### src/rtl/dh_status_tx.sv
// Byte-serial transmitter for the key-exchange status word: detects a zero-to-nonzero
// status edge and streams the captured word MSB byte first, optionally followed by a terminator.
module dh_status_tx #(
  parameter int         WORD_BYTES = 6,
  parameter bit         TERM_EN    = 1'b1,
  parameter logic [7:0] TERM_BYTE  = 8'h0A
) (
  input  logic                    clk,
  input  logic                    rst,
  input  logic [8*WORD_BYTES-1:0] status_in,
  output logic [7:0]              tx_data,
  output logic                    tx_valid,
  input  logic                    tx_ready,
  output logic                    busy,
  output logic                    sent_pulse,
  output logic [7:0]              drop_cnt
);

  // state | meaning
  // IDLE  | waiting for a zero-to-nonzero edge on status_in
  // SEND  | presenting captured word bytes, MSB first
  // TERM  | presenting the terminator byte
  // DONE  | one-cycle sent_pulse, then back to IDLE

  localparam int WW    = 8 * WORD_BYTES;
  localparam int IDX_W = (WORD_BYTES > 1) ? $clog2(WORD_BYTES) : 1;
  localparam logic [IDX_W-1:0] LAST_IDX = IDX_W'(WORD_BYTES - 1);

  typedef enum logic [1:0] {
    IDLE = 2'd0,
    SEND = 2'd1,
    TERM = 2'd2,
    DONE = 2'd3
  } state_t;

  state_t           state;
  logic             prev_zero;
  logic [WW-1:0]    shreg;
  logic [IDX_W-1:0] idx;
  logic             trigger;
  logic             handshake;

  assign trigger   = prev_zero & (status_in != '0);
  assign handshake = tx_valid & tx_ready;

  // prev_zero starts at 1 so a word already present at reset release is sent.
  always_ff @(posedge clk or negedge rst) begin
    if (!rst) begin
      prev_zero <= 1'b1;
    end else begin
      prev_zero <= (status_in == '0);
    end
  end

  always_ff @(posedge clk or negedge rst) begin
    if (!rst) begin
      drop_cnt <= 8'd0;
    end else if (trigger && (state != IDLE) && (drop_cnt != 8'hFF)) begin
      drop_cnt <= drop_cnt + 8'd1;
    end
  end

  // shreg holds the not-yet-presented bytes left-aligned; tx_data is loaded from its top byte.
  always_ff @(posedge clk or negedge rst) begin
    if (!rst) begin
      state      <= IDLE;
      shreg      <= '0;
      idx        <= '0;
      tx_data    <= 8'd0;
      tx_valid   <= 1'b0;
      busy       <= 1'b0;
      sent_pulse <= 1'b0;
    end else begin
      case (state)
        IDLE: begin
          sent_pulse <= 1'b0;
          if (trigger) begin
            state    <= SEND;
            tx_data  <= status_in[WW-1 -: 8];
            shreg    <= status_in << 8;
            idx      <= '0;
            tx_valid <= 1'b1;
            busy     <= 1'b1;
          end
        end
        SEND: begin
          if (handshake) begin
            if (idx == LAST_IDX) begin
              if (TERM_EN) begin
                state   <= TERM;
                tx_data <= TERM_BYTE;
              end else begin
                state      <= DONE;
                tx_data    <= 8'd0;
                tx_valid   <= 1'b0;
                sent_pulse <= 1'b1;
              end
            end else begin
              idx     <= idx + 1'b1;
              tx_data <= shreg[WW-1 -: 8];
              shreg   <= shreg << 8;
            end
          end
        end
        TERM: begin
          if (handshake) begin
            state      <= DONE;
            tx_data    <= 8'd0;
            tx_valid   <= 1'b0;
            sent_pulse <= 1'b1;
          end
        end
        DONE: begin
          state      <= IDLE;
          sent_pulse <= 1'b0;
          busy       <= 1'b0;
        end
        default: begin
          state      <= IDLE;
          tx_data    <= 8'd0;
          tx_valid   <= 1'b0;
          busy       <= 1'b0;
          sent_pulse <= 1'b0;
        end
      endcase
    end
  end

endmodule

### config.mk
export PLATFORM = sky130hd
export DESIGN_NAME = dh_status_tx
export DESIGN_NICKNAME = d
export VERILOG_FILES = /design/src/rtl/dh_status_tx.sv
export SDC_FILE = /design/constraint.sdc
export NUM_CORES = 1
export LEC_CHECK = 0
export CAP_MARGIN = 20
export CORE_UTILIZATION = 35
export DETAILED_ROUTE_END_ITERATION = 8
export PLACE_DENSITY_LB_ADDON = 0.1
export SYNTH_ARGS = -nofsm -noshare
export SYNTH_HDL_FRONTEND = slang
export SYNTH_SLANG_ARGS = --single-unit
### constraint.sdc
create_clock -name clk -period 2.1 [get_ports clk]
set_clock_uncertainty 0.15 [all_clocks]
set_input_delay 0.315 -clock clk [delete_from_list [all_inputs] [get_ports clk]]
set_output_delay 0.315 -clock clk [all_outputs]
set_load 0.05 [all_outputs]
# Word-level counts from Yosys, hierarchy flattened
# Index checks and enable logic that the tools add are counted.
totals:
  regBits: 73
  latch_bits: 0
  ramBits: 0
  mem_bits_ro: 0
  inputBits: 51
  memories: 0
classes:
  n_addsub: 2
  n_mul: 0
  div: 0
  n_lt_le_gt_ge: 0
  n_eq_ne: 10
  shift: 0
  muxes: 24
  n_bitwise: 3
  n_reduce_logical: 17
ops:
  columns: ["op", "count"]
  rows:
  - ["48-bit two-way mux", 3]
  - ["48-bit case mux with 2 select lines", 1]
  - ["48-bit logical NOT", 1]
  - ["48-bit nonzero test", 1]
  - ["8-bit two-way mux", 4]
  - ["8-bit case mux with 3 select lines", 1]
  - ["4-bit AND reduction", 3]
  - ["2-bit inequality test, second input constant", 5]
  - ["3-bit two-way mux", 3]
  - ["8-bit by 1-bit adder with 8-bit output, second input constant", 1]
  - ["2-bit two-way mux", 4]
  - ["8-bit inequality test, second input constant", 1]
  - ["2-bit case mux with 4 select lines", 1]
  - ["2-bit nonzero test", 4]
  - ["1-bit case mux with 2 select lines", 3]
  - ["3-bit case mux with 2 select lines", 1]
  - ["2-bit equality test, second input constant", 2]
  - ["2-bit AND reduction", 2]
  - ["3-bit by 1-bit adder with 3-bit output, second input constant", 1]
  - ["3-bit equality test, second input constant", 1]
  - ["1-bit two-way mux", 3]
  - ["3-bit AND reduction", 1]
  - ["3-bit nonzero test", 1]
  - ["1-bit bitwise AND", 2]
  - ["other kinds (5)", 6]

# Logic depth before layout (Yosys ltp)
depth:
  word_depth: 4
  depth_mapped: 8

# Worst setup path after synthesis
# Ideal clock, no wire load.
synth_timing:
  path_type: "reg2reg"
  startpoint: "register drop_cnt[0]"
  endpoint: "register drop_cnt[1]"
  setup_time_ps: 125
  arrival_time_ps: 1910
  required_time_ps: 1825
  setup_slack_ps: -85
  path_stages_with_launch: 6
  n_path_buf: 0
  cell_sequence: "dfrtp_1 > ha_1 > and2_1 > a41o_1 > nor3_1 > mux2_2"
synth_between:
  elab_chain_len: 2
  elab_cells_between_ends: 3
synth_lines:
  columns: ["item", "line_no", "source"]
  rows:
  - ["start: declaration", "16", "output logic [7:0] drop_cnt"]
  - ["start signal: assignment", "59", "drop_cnt <= drop_cnt + 8'd1;"]
  - ["branches (longest 2 deep; another with 8-bit by 1-bit adder with 8-bit output)", null, null]
# Several ways; the timed one is not identified.
# A chain may end at the register's enable or synchronous reset.

# Worst setup path in the final report
layout_timing:
  startpoint: "input status_in[21]"
  endpoint: "register shreg[33]"
layout_between:
  elab_chain_len: 4
layout_lines:
  columns: ["item", "line_no", "source"]
  rows:
  - ["start: declaration", "10", "input logic [8*WORD_BYTES-1:0] status_in,"]
  - ["48-bit nonzero test", "43", "assign trigger = prev_zero & (status_in != '0);"]
  - ["1-bit bitwise AND", "43", null]
  - ["2-bit inequality test (no line)", null, null]
  - ["4-bit AND reduction (no line)", null, null]
  - ["end signal: assignment", "80", "shreg <= status_in << 8;"]
  - ["end signal: assignment", "101", "shreg <= shreg << 8;"]
  - ["end: declaration", "38", "logic [WW-1:0] shreg;"]
# Every way passes these cells.

==> results.yml <==
power_and_ir_drop:
  ir_drop_mv: 0.3101
  power_density_mw_per_mm2: 703.7
  power_mw: 3.664
  p_int_mw: 2.654
  swShare_pct: 27.54
  pwr-share-seq_pct: 47.1
  p_sw_mw: 1.009
  pwr-share-clk_pct: 29.5
  p_leak_nw: 2.390
  comb_power_share_pct: 23.4
cells_and_area:
  num-fill-cells: 831
  syn_to_final_growth_pct: 51.36
  postLayoutCoreUtil_pct: 55.55
  drive_gt1_share_pct: 46.15
  diodes: 0
  stdcell_count: 532
  stdcell_area_mm2: 0.005206
  fin_nets: 457
yosys:
  synthesis.nets: 327
  yosys_warnings: 0
  avgSynthCellArea_um2: 12.79
  ys_ff_latch: 65
  synth.distinct_cells: 41
  syn_inst: 269
  syn-cell-area_mm2: 0.003440
  yosysSeqAreaShare_pct: 47.33
global_route:
  antenna_found_initial: 0
  grt_use_total_pct: 18.37
  grt_pass1_vias: 2697
  grt_max_degree: 36
  overflow: 0
  grt_pass1_wl_um: 14020
drt:
  vias: 2580
  totalWireLength_um: 8859
  drt_first_pass_iters: 4
  ant_nets: 0
  drt-initial-drc-count: 58
  vias_per_cell: 4.850
  drcViolationCount: 0
  detail_route.wl_per_cell_um: 16.65
place:
  numPortBuffers: 69
  dp.cells: 511
  hpwl_um: 6522
  place_area_mm2: 0.004715
  gp_congestion: 0.7384
floorplan:
  core_area_mm2: 0.009371
  die_area_mm2: 0.01023
  io_pins: 70
  die_y_um: 101.1
  num_rows: 35
  die_w_um: 101.1
  start_util_pct: 36.70
clocking:
  numCtsBuffers: 9
  max-clock-path-buffers: 2
  clk-insertion-delay-late_ns: 0.34
  clkTransAtPathRegs_ns: 0.07
  clock-sinks: 65
  cts_root_buf: "clkbuf_8"
  clock_tree.htree_level_count: 3
  cts_tree: "yes"
timing:
  period_share_pct: 99.53
  max_freq_mhz: 478.4
  maxSlewViolCount: 0
  rsz0062_at_grt: "yes"
  setup_viol: 0
  worst_slew_pin_slew_ns: 0.6280
  hold_violations: 0
  min_period_ns: 2.090
  relSlewSlack_pct: 58.13
min_path:
  worstHoldPathCells: 2
  hold_path_class: "primary input to register"
worst_setup_path:
  worst_r2r_path_depth: 9
  worstSetupStartpointType: "primary input"
  cp-end-kind: "register"
  worstPathMaxFanout: 6
  criticalPathCategory: "primary input to register"
  critPathArrivalTime_ns: 2.17
  rrSetupSlack_ns: 0.08
  cp_data_required_time_ns: 2.18
flow_run:
  timing.max_cap.violations: 0
status:
  status: "completed"
==> registers in the layout (all words and copies together) (netlist names) <==
signal      count
shreg          40
busy            1
drop_cnt        8
prev_zero       1
idx             3
state           2
tx_data         8
sent_pulse      1
tx_valid        1
==> metrics by stage <==
| step | setup slack (ns) | hold WS [ns] | setup TNS [ns] |
|---|---|---|---|
| 2_1_floorplan | 0.03389 | -0.1306 | 0 |
| 4_1_cts | -0.005549 | 0.2073 | -0.01054 |
| 5_1_grt | -0.02942 | 0.2120 | -0.5487 |
| 3_5_place_dp | -0.6446 | 0.2240 | -32.45 |
| 6_report | 0.009883 | 0.2146 | 0 |
| 3_3_place_gp | -0.6575 | 0.2171 | -33.30 |
==> worst max-delay path: stages <==
cell and delay, ns:
clkdlybuf4s50_1 0.45, nor4_2 0.31, and4_4 0.27, a31o_4 0.16
a21oi_4 0.05, buf_12 0.15, clkbuf_16 0.16, mux2_4 0.29
==> per-layer routing <==
metal	share of wire (%)	global-route usage, %	vias to the layer above
li1	-	-	1248
met5	0	0	-
met3	3.1	4.348	8
met2	49	30.35	49
met4	1.1	5.017	0
met1	47	24.19	1275
==> cell usage in the layout, fill, tap and decap left out, types with 4 or more instances in the layout <==
cell	count
clkdlybuf4s50_1	36
a22o_1	8
dlymetal6s2s_1	11
inv_1	15
o21ai_0	9
dlygate4sd2_1	19
clkbuf_8	11
nor4_2	10
buf_12	9
nand4_1	5
ha_1	4
buf_4	50
mux2_2	44
dfrtp_1	62
nand2_1	11
xnor2_1	4
mux2_4	31
==> power by group through the flow <==
stage	Clock (mW)	Combinational [mW]	Sequential [mW]
2_1_floorplan	0	0.378	1.84
3_3_place_gp	0	0.847	1.74
3_5_place_dp	0	0.859	1.75
4_1_cts	1.11	0.870	1.73
5_1_grt	1.16	0.915	1.76
6_report	1.08	0.859	1.73
==> logic make-up (layout without fill, tap and decap cells) <==
group | after synthesis | count (layout) | synth area share, %
buf+inv | 27 | 161 | 3.674
compound gates | 38 | 38 | 8.476
fa+ha+maj | 7 | 7 | 2.546
flops | 65 | 65 | 47.33
simple gates | 47 | 47 | 7.567
xor+xnor | 7 | 7 | 1.783
mux | 78 | 78 | 28.63
==> synthesized netlist by cell type (all sizes together) <==
master / instances / share of area (%)
nand4: 5 / 0.91
nor2: 5 / 0.55
a21o: 2 / 0.44
xnor2: 4 / 1.0
ha: 7 / 2.5
o2bb2ai: 1 / 0.25
a32oi: 1 / 0.25
o21ai: 11 / 1.9
a41o: 1 / 0.29
o32a: 1 / 0.29
nor4: 12 / 2.2
a31oi: 1 / 0.18
o22ai: 2 / 0.36
mux2i: 2 / 0.58
dfstp: 1 / 0.76
a21boi: 2 / 0.44
xor2: 3 / 0.76
dfrtp: 64 / 47
clkbuf: 4 / 0.44
and4: 3 / 0.76
nand2: 11 / 1.2
or2: 1 / 0.18
inv: 17 / 1.9
nand2b: 1 / 0.18
nor3: 3 / 0.44
and3: 1 / 0.18
a22o: 8 / 2.0
nand3: 2 / 0.44
mux2: 76 / 28
and2: 3 / 0.55
a21oi: 5 / 1.1
buf: 6 / 1.4
a31o: 1 / 0.51
o211ai: 2 / 0.44
==> what timing repair did <==
action	4_1_cts	5_1_grt
buffers inserted	4	0
pin swaps	12	10
hold buffers	1	0
setup endpoints to repair	59	48
cloned	1	1
endpoints found under the hold margin	21	0
gates resized for setup	42	27
==> final timing paths <==
| kind | start | endpoint |
|---|---|---|
| max in group asynchronous | rst | shreg[43] |
| hold / removal | status_in[7] | shreg[15] |
| setup reg to reg | state[1] | shreg[33] |
| min in group asynchronous | rst | shreg[11] |
| setup / recovery | status_in[21] | shreg[33] |
| hold reg to reg | drop_cnt[4] | drop_cnt[4] |
==> layout make-up <==
cell class,count,area (µm²),share of cell area [%]
Timing Repair Buffer,129,1287,24.73
Clock inverter,3,40.04,0.7690
Clock buffer,12,155.1,2.980
Tap cell,129,161.4,3.100
Sequential cell,65,1630,31.31
Multi-Input combinational cell,177,1864,35.81
Inverter,17,67.56,1.298
(Power assumes the default switching activity.)
